===== config.mk =====
export PLATFORM = sky130hd
export DESIGN_NAME = ooo_read_responder
export DESIGN_NICKNAME = d
export VERILOG_FILES = /design/src/rtl/ooo_resp_pkg.sv /design/src/rtl/ooo_resp_slot.sv /design/src/rtl/ooo_read_responder.sv
export SDC_FILE = /design/constraint.sdc
export NUM_CORES = 1
export LEC_CHECK = 0
export CAP_MARGIN = 20
export CORE_MARGIN = 1
export CORE_UTILIZATION = 34
export DETAILED_ROUTE_END_ITERATION = 8
export GPL_ROUTABILITY_DRIVEN = 0
export PLACE_DENSITY = 0.59
export SYNTH_ARGS = -nofsm -noshare
export SYNTH_HDL_FRONTEND = slang
export SYNTH_SLANG_ARGS = --single-unit

===== constraint.sdc =====
create_clock -name clk -period 4.7 [get_ports clk]
set_clock_uncertainty 0.05 [all_clocks]
set_input_delay 1.175 -clock clk [delete_from_list [all_inputs] [get_ports clk]]
set_output_delay 1.175 -clock clk [all_outputs]
set_load 0.01 [all_outputs]

===== src/rtl/ooo_resp_pkg.sv =====
// Shared types and sizes for the out-of-order read responder.
package ooo_resp_pkg;

  localparam int unsigned ID_W      = 4;
  localparam int unsigned NUM_SLOTS = 16;
  localparam int unsigned CNT_W     = 5;

  typedef enum logic [1:0] {
    IDLE,
    WAIT,
    READY,
    ISSUED
  } slot_state_e;

endpackage


===== src/rtl/ooo_resp_slot.sv =====
// One per-ID request slot: holds the address and counts down the response latency.
module ooo_resp_slot
  import ooo_resp_pkg::*;
#(
  parameter int unsigned ADDR_WIDTH = 8
) (
  input  logic                  clk,
  input  logic                  rst,
  input  logic                  load,
  input  logic [CNT_W-1:0]      load_cnt,
  input  logic [ADDR_WIDTH-1:0] load_addr,
  input  logic                  grant,
  input  logic                  done,
  output slot_state_e           o_state,
  output logic                  o_ready,
  output logic [ADDR_WIDTH-1:0] o_addr
);

  slot_state_e           r_state;
  logic [CNT_W-1:0]      r_cnt;
  logic [ADDR_WIDTH-1:0] r_addr;

  always_ff @(posedge clk) begin
    if (rst) begin
      r_state <= IDLE;
      r_cnt   <= '0;
      r_addr  <= '0;
    end else begin
      unique case (r_state)
        IDLE: begin
          if (load) begin
            r_addr  <= load_addr;
            r_cnt   <= load_cnt;
            r_state <= (load_cnt == '0) ? READY : WAIT;
          end
        end
        WAIT: begin
          // cnt is never 0 here, so the 1->0 step is the last WAIT cycle
          r_cnt <= r_cnt - 1'b1;
          if (r_cnt == CNT_W'(1)) r_state <= READY;
        end
        READY: begin
          if (grant) r_state <= ISSUED;
        end
        ISSUED: begin
          if (done) r_state <= IDLE;
        end
        default: r_state <= IDLE;
      endcase
    end
  end

  assign o_state = r_state;
  assign o_ready = (r_state == READY);
  assign o_addr  = r_addr;

endmodule


===== src/rtl/ooo_read_responder.sv =====
// AR/R read responder: per-ID latency slots, fixed-priority arbiter, registered R output.
module ooo_read_responder
  import ooo_resp_pkg::*;
#(
  parameter int unsigned DATA_WIDTH = 8,
  parameter int unsigned ADDR_WIDTH = 8,
  parameter int unsigned LAT_MIN    = 2
) (
  input  logic                  clk,
  input  logic                  rst,
  input  logic [ID_W-1:0]       s_arid_i,
  input  logic [ADDR_WIDTH-1:0] s_araddr_i,
  input  logic                  s_arvalid_i,
  output logic                  s_arready_o,
  output logic [DATA_WIDTH-1:0] s_rdata_o,
  output logic [ID_W-1:0]       s_rid_o,
  output logic                  s_rvalid_o,
  input  logic                  s_rready_i
);

  slot_state_e           w_state [NUM_SLOTS];
  logic [ADDR_WIDTH-1:0] w_addr  [NUM_SLOTS];
  logic [NUM_SLOTS-1:0]  w_ready;
  logic [NUM_SLOTS-1:0]  w_load;
  logic [NUM_SLOTS-1:0]  w_grant;
  logic [NUM_SLOTS-1:0]  w_done;
  logic [CNT_W-1:0]      w_load_cnt;
  logic                  w_ar_hs;
  logic                  w_r_hs;
  logic                  w_r_load;
  logic                  w_any;
  logic [ID_W-1:0]       w_win;

  logic                  r_rvalid;
  logic [ID_W-1:0]       r_rid;
  logic [DATA_WIDTH-1:0] r_rdata;

  assign s_arready_o = !rst && (w_state[s_arid_i] == IDLE);
  assign w_ar_hs     = s_arvalid_i && s_arready_o;
  assign w_r_hs      = r_rvalid && s_rready_i;
  assign w_r_load    = !r_rvalid || w_r_hs;
  assign w_load_cnt  = CNT_W'(LAT_MIN) + CNT_W'(s_araddr_i[1:0]);

  // Scan high to low so the lowest-index READY slot ends up as the winner
  always_comb begin
    w_any = 1'b0;
    w_win = '0;
    for (int i = int'(NUM_SLOTS) - 1; i >= 0; i--) begin
      if (w_ready[i]) begin
        w_any = 1'b1;
        w_win = ID_W'(i);
      end
    end
  end

  for (genvar g = 0; g < NUM_SLOTS; g++) begin : g_slot
    assign w_load[g]  = w_ar_hs && (s_arid_i == ID_W'(g));
    assign w_grant[g] = w_r_load && w_any && (w_win == ID_W'(g));
    assign w_done[g]  = w_r_hs && (r_rid == ID_W'(g));

    ooo_resp_slot #(
      .ADDR_WIDTH(ADDR_WIDTH)
    ) u_slot (
      .clk      (clk),
      .rst      (rst),
      .load     (w_load[g]),
      .load_cnt (w_load_cnt),
      .load_addr(s_araddr_i),
      .grant    (w_grant[g]),
      .done     (w_done[g]),
      .o_state  (w_state[g]),
      .o_ready  (w_ready[g]),
      .o_addr   (w_addr[g])
    );
  end

  // rid/rdata only change when the register is empty or its beat is being taken
  always_ff @(posedge clk) begin
    if (rst) begin
      r_rvalid <= 1'b0;
      r_rid    <= '0;
      r_rdata  <= '0;
    end else if (w_r_load) begin
      r_rvalid <= w_any;
      if (w_any) begin
        r_rid   <= w_win;
        r_rdata <= DATA_WIDTH'(w_addr[w_win]);
      end
    end
  end

  assign s_rvalid_o = r_rvalid;
  assign s_rid_o    = r_rid;
  assign s_rdata_o  = r_rdata;

endmodule


==> impl_results.md, run 1 <==
* Crit-path slowest cell: mux4_2
* Total GRT Usage at a little under a fifth
* Crit start category: input port
* Final setup violation count at 0
* Die span in x at ~210 um
* Crit end category: output pin
* Global-route wire length before repair at approximately 65,000 um
* Area contributors post-synth: dfxtp_1, mux2i_1, ha_1
* Status: completed
* Root buffer cell: clkbuf_16
* Worst slew margin at between 30% and 40%
* Critical-path maximum fanout at 9
* Final Max Tran Viols at 0
* Die ar. at 0.0430 mm^2
* RSZ-0062 raised after global routing: false
* GR Overflow Total at 0
* Total wire length after detailed routing at 40,900 um
* CP arrival at around 3300 ps
* Final core occ at about two fifths
* Hold WC Path Type: flop to flop
* Reg area at roughly 0.0051 mm^2
* Length of the first detailed-routing pass in iterations at 7
* Fill cells at roughly 4.2k
* CTS Buf Count at 29
* Most common cell after layout, fill and taps aside: nor2_1
* Footprint of the multi-input gates at 0.00848 mm^2
* Area fraction of the dominant cell type after synthesis at a little over a third
* Clk_lat worst skew at just under 600 ps
* Final hold slack at a little over 400 ps
* Cell family with most CP delay: buffers and inverters
* WL/cell at 18.0 um
* Synthesized area per cell at 8.40 um^2
* Critical Path RT at 3470 ps
* Mapped cell area at 0.0143 mm^2
* CTS Sinks at roughly 250
* Die H at 207 um
* Seq cells post-synth at ~250
* Peak VDD IR at roughly 0.28 mV
* Most used cell, CP: buf_4
* Ant. Diodes at 0
* # IOs at 30
* Synth unique cells at just over 70
* Syn Nets at 1,820
* Fraction of layout instances using a drive strength above 1 at ~9.9%
* Clk slew on worst S/H paths at 60 ps
* Initial Utilization at 34.8%
* Post-synth top area cell: dfxtp_1
* DR vias at 12.6k
* Leakage power at between 0.006 and 0.007 uW
* Initial antenna violation count at 0
* Antenna Violating Nets Remaining at 0
* DRC at 0
* Sequential area share after synthesis at 35.3%
* Largest net degree at the start of global routing at 73
* Post-synth EDFFs at 0
* Prevailing post-synth register cell: dfxtp_1
* Number of global-route vias before repair at around 12k
* Mapped Cells at 1,707
* Crit path buf inv count at 4
* Cell Chain, Critical Path: dlygate4sd2_1, buf_4, mux4_2, mux2i_1, a21boi_0, buf_4, clkdlybuf4s50_1
* Post-DP HPWL at between 20,000 and 30,000 um
* Synth async-reset ratio at 0%
* Most frequent cells in the layout: nor2_1, dfxtp_1, mux2i_1
* Max Cap Violations at 0
* Via density at roughly 5.6
* Clock buffer depth at 3
* Final hold vios at 0
* Nets at about 1.8k
* Worst-margin pin slew at 968 ps
* IO buf count at 29
* Cell Pwr Density at between 400 and 500 mW/mm^2
* Floorplan core area at slightly above 0.04 mm^2
* Cell row count at between 70 and 80
* Period minus WS final at about 4500 ps
* CTS H-tree lvls at 1
* Final period utilization at approximately 96%
* Max Fclk at approximately 0.22 GHz
* Synth warn at 0
* Total power at approximately 6600 uW
* Syn-to-layout area delta at 13.8%
* Crit path kind: input port to output pin
* TritonCTS clock tree: built
* Slowest stage delay, CP at approximately 530 ps
* DRT iter0 DRCs at 980
## path summary, 6_finish.rpt
path	to	cells past startpoint	start	slack, ps
worst max-delay path	s_arready_o	7	s_arid_i[1]	180
worst min-delay path	g_slot[9].u_slot.o_addr[7]	2	g_slot[9].u_slot.o_addr[7]	410
worst max register to register	s_rdata_o[6]	8	g_slot[1].u_slot.o_state[0]	970
worst min register to register	g_slot[9].u_slot.o_addr[7]	2	g_slot[9].u_slot.o_addr[7]	410
## timing repair
action                                  in CTS  in global routing
hold buffers                                 0                  0
resized for setup                            1                  1
buffers inserted                             0                  0
endpoints found under the setup margin       1                  1
## layout make-up
cell class              instances  share of cell area (%)
multi-input cells            1248                    52.0
flip-flops and latches        253                    31.0
clock buffers                  44                    5.41
well taps                     532                    4.08
repair buffers                 76                    3.97
inverters                     111                    2.55
clock inverters                10                   0.928
## cells in the mapped netlist, drive strengths merged (30+ instances only)
| library cell | n |
|---|---|
| mux2 | 30 |
| clkbuf | 76 |
| ha | 97 |
| a211oi | 30 |
| mux2i | 130 |
| a22oi | 47 |
| dfxtp | 253 |
| nand3 | 43 |
| a21oi | 102 |
| nor3 | 32 |
| nand2 | 112 |
| o21ai | 59 |
| inv | 109 |
| nor2 | 268 |
## registers in the layout, summed over array words and instances, names as in the netlist
signal,cells
g_slot.u_slot.r_cnt,80
s_rid_o,4
g_slot.u_slot.o_state,32
s_rdata_o,8
s_rvalid_o,1
g_slot.u_slot.o_addr,128
## routing by layer
metal | up-vias | global-route usage (%) | routed length [um]
li1 | 6140 | - | -
met1 | 6076 | 25.1 | 18900
met2 | 343 | 30.2 | 18300
met3 | 71 | 3.03 | 2520
met4 | 0 | 6.33 | 1210
met5 | - | 0 | 0
## metrics by stage
step / setup WS (ps) / std cells / cell area [um^2] / TNS [ps]
after floorplan: 852 / 1707 / 14300 / 0
after global placement: -62.8 / 2220 / 15300 / -62.8
after detailed placement: -108 / 2220 / 15300 / -108
after CTS: 22.2 / 2274 / 16300 / 0
after global routing: 75.4 / 2274 / 16300 / 0
final: 175 / 2274 / 16300 / 0
## worst min-delay path: cells and delay by family, from the launching register on
family / cells / cell delay [ps]
compound gates: 1 / 50
flops: 1 / 310
simple gates: 1 / 50
## power by group
group,switching [uW],internal [uW]
Clock,972,1460
Combinational,1040,660
Sequential,157,2280
## cell families (layout without fill, tap and decap cells)
kind of cell    after synthesis  count (layout)  synth area share (%)
fa+ha+maj                    97              97                  8.47
flops                       253             253                  35.3
simple gates                586             586                  18.8
buf+inv                     206             241                  5.52
mux                         165             165                  12.2
compound gates              400             400                  19.6
Power figures use the tool's default switching activity.
==> inputs of run 2 (changes only) <==
--- a/config.mk
+++ b/config.mk
@@ -8,6 +8,7 @@
 export CAP_MARGIN = 20
 export CORE_MARGIN = 1
 export CORE_UTILIZATION = 34
+export CTS_BUF_LIST = sky130_fd_sc_hd__clkbuf_4 sky130_fd_sc_hd__clkbuf_8
 export DETAILED_ROUTE_END_ITERATION = 8
 export GPL_ROUTABILITY_DRIVEN = 0
 export PLACE_DENSITY = 0.59
==> run 2 against run 1 <==
Total power shrank 3.7%. Clock-buffer cell count grew 27. Combinational power is essentially flat. Worst hold slack is essentially flat. Critical path type unchanged. Largest cell class unchanged.
==> impl_results.md, run 2 (same netlist as run 1, synthesis figures left out) <==
* Cell family with most CP delay: buffers and inverters
* Setup Buffers After CTS at 0
* Footprint of the multi-input gates at around 0.0085 mm^2
* Post-DP HPWL at around 29,000 um
* Flip-flop count of the largest register after layout at approximately 130
* Via density at ~5.5
* Final setup violation count at 0
* Worst slew margin at between 30% and 40%
* Fraction of layout instances using a drive strength above 1 at roughly 11%
* Die H at 207 um
* Length of the first detailed-routing pass in iterations at 6
* Met2 Routed Length at 18,300 um
* Reg area at between 0.005 and 0.006 mm^2
* Crit path kind: input port to output pin
* Dpl cell area at roughly 0.015 mm^2
* Cell Pwr Density at ~390 mW/mm^2
* Crit start category: input port
* Beginning of the critical path: s_arid_i[1]
* Peak VDD IR at between 0.15 and 0.2 mV
* DRC at 0
* IO buf count at 29
* Most used cell, CP: buf_4
* Total GRT Usage at a little under a fifth
* RSZ-0062 raised after global routing: false
* CTS Buf Count at 45
* Number of global-route vias before repair at around 12k
* Slowest stage delay, CP at between 500 and 600 ps
* Leakage power at about 0.0069 uW
* Antenna Violating Nets Remaining at 0
* Root buffer cell: clkbuf_8
* DR top layer: met4
* Die ar. at between 0.04 and 0.05 mm^2
* Hold WC Path Type: flop to flop
* Clk_lat worst skew at 580 ps
* Final Max Tran Viols at 0
* Initial antenna violation count at 0
* Fill cells at between 4k and 5k
* Nets at 1,848
* Final hold slack at slightly above 400 ps
* Reg-to-Reg Start: g_slot[1].u_slot.o_state[0]
* Worst-margin pin slew at ~1000 ps
* CP endpoint: s_arready_o
* Final core occ at 39.4%
* Clk slew on worst S/H paths at 60 ps
* Most frequent cells in the layout: nor2_1, dfxtp_1, mux2i_1
* Wire length on met1 at 19,100 um
* Clock buffer depth at 3
* CP arrival at around 3300 ps
* Syn-to-layout area delta at 13.2%
* R2R depth at 8
* # IOs at 30
* Final hold vios at 0
* Initial Utilization at between 30% and 40%
* Cell row count at 74
* Floorplan core area at 0.0412 mm^2
* Crit-path slowest cell: mux4_2
* Met3 WL at approximately 2600 um
* Critical path depth in cells at 7
* Period minus WS final at between 4000 and 5000 ps
* Die span in x at between 200 and 250 um
* R2R Setup Slk at ~900 ps
* Final Instance Area at ~0.016 mm^2
* DRT iter0 DRCs at approximately 1,000
* Crit end category: output pin
* Global-route wire length before repair at 65,600 um
* Max Cap Violations at 0
* Critical Path RT at ~3500 ps
* Cell Chain, Critical Path: dlygate4sd2_1, buf_4, mux4_2, mux2i_1, a21boi_0, buf_4, clkdlybuf4s50_1
* Final period utilization at approximately 96%
* Crit path buf inv count at 4
* Critical-path maximum fanout at 9
* Most common cell after layout, fill and taps aside: nor2_1
* Largest net degree at the start of global routing at 73
* Total wire length after detailed routing at 41,100 um
* TritonCTS clock tree: built
* Max Fclk at roughly 0.22 GHz
* GR Overflow Total at 0
* R2r endpoint: g_slot[11].u_slot.o_state[0]
* Status: completed
* Ant. Diodes at 0
* CTS Sinks at between 200 and 300
* DR vias at about 13k
* WL/cell at 17.9 um
* CTS H-tree lvls at 2
## run 2: changes by cell type in the layout (fill, tap and decap cells not counted), moves of 2 or more
cell | previous run | this run
bufinv_16 | 3 | 1
clkbuf_4 | 0 | 16
clkbuf_8 | 11 | 56
clkbuf_16 | 29 | 0
clkbuf_1 | 5 | 0
## run 2: what timing repair did
action / 4_1_cts / 5_1_grt
hold endpoints to repair: 0 / 0
resized for setup: 1 / 1
setup endpoints to repair: 1 / 1
hold buffers: 0 / 0
## run 2: how the worst min path moves through the flow
stage | cells after the start | from | slack [ps] | end
floorplan | 2 | g_slot[9].u_slot.o_addr[4] | 380 | g_slot[9].u_slot.o_addr[4]
global placement | 2 | g_slot[9].u_slot.o_addr[5] | 390 | g_slot[9].u_slot.o_addr[5]
detailed placement | 2 | g_slot[9].u_slot.o_addr[7] | 400 | g_slot[9].u_slot.o_addr[7]
CTS | 2 | g_slot[9].u_slot.o_addr[3] | 410 | g_slot[9].u_slot.o_addr[3]
global route | 2 | g_slot[9].u_slot.o_addr[7] | 430 | g_slot[9].u_slot.o_addr[7]
finish | 2 | g_slot[9].u_slot.o_addr[7] | 400 | g_slot[9].u_slot.o_addr[7]
## run 2: worst register-to-register path, delay by kind of cell, from the launching register on
| family | cells | cell delay (ps) |
|---|---|---|
| and+or+nand+nor | 4 | 1850 |
| adders and majority gates | 1 | 460 |
| AOI/OAI and AO/OA | 2 | 780 |
| buffers and inverters | 1 | 100 |
| DFF | 1 | 430 |
## run 2: per-stage QoR
stage / std cells / setup TNS [ps] / worst slack (ps) / total power [uW]
after floorplan: 1707 / 0 / 852 / 3600
final: 2298 / 0 / 176 / 6330
after CTS: 2298 / 0 / 22.2 / 6380
after global placement: 2220 / -62.8 / -62.8 / 4130
after global routing: 2298 / 0 / 75.4 / 6690
after detailed placement: 2220 / -108 / -108 / 4160
## run 2: layer usage
| metal | vias to the layer above | track usage [%] |
|---|---|---|
| met1 | 6077 | 25.0 |
| met2 | 352 | 30.1 |
| li1 | 6153 | - |
| met3 | 80 | 3.81 |
| met5 | - | 0 |
| met4 | 0 | 6.48 |
## run 2: cell type report
type                       instances  area share (%)
inverter                         111            2.57
tap                              532            4.10
timing repair buffer              76            3.99
sequential                       253            31.2
multi-input combinational       1248            52.3
clock inverter                     7           0.432
clock buffer                      71            5.41
## run 2: report_power, final
group          internal [uW]  total, uW  switching [uW]
Sequential              2290       2440             157
Combinational            661       1700            1040
Clock                   1240       2190             948
Total                   4190       6330            2150
==> inputs of run 3 (changes only) <==
--- a/config.mk
+++ b/config.mk
@@ -11,7 +11,9 @@
 export CTS_BUF_LIST = sky130_fd_sc_hd__clkbuf_4 sky130_fd_sc_hd__clkbuf_8
 export DETAILED_ROUTE_END_ITERATION = 8
 export GPL_ROUTABILITY_DRIVEN = 0
+export HOLD_SLACK_MARGIN = 0.12
 export PLACE_DENSITY = 0.59
+export SKIP_LAST_GASP = 1
 export SYNTH_ARGS = -nofsm -noshare
 export SYNTH_HDL_FRONTEND = slang
 export SYNTH_SLANG_ARGS = --single-unit
==> results of run 3 <==
No change in the layout: final DEF, timing and power equal those of run 2.
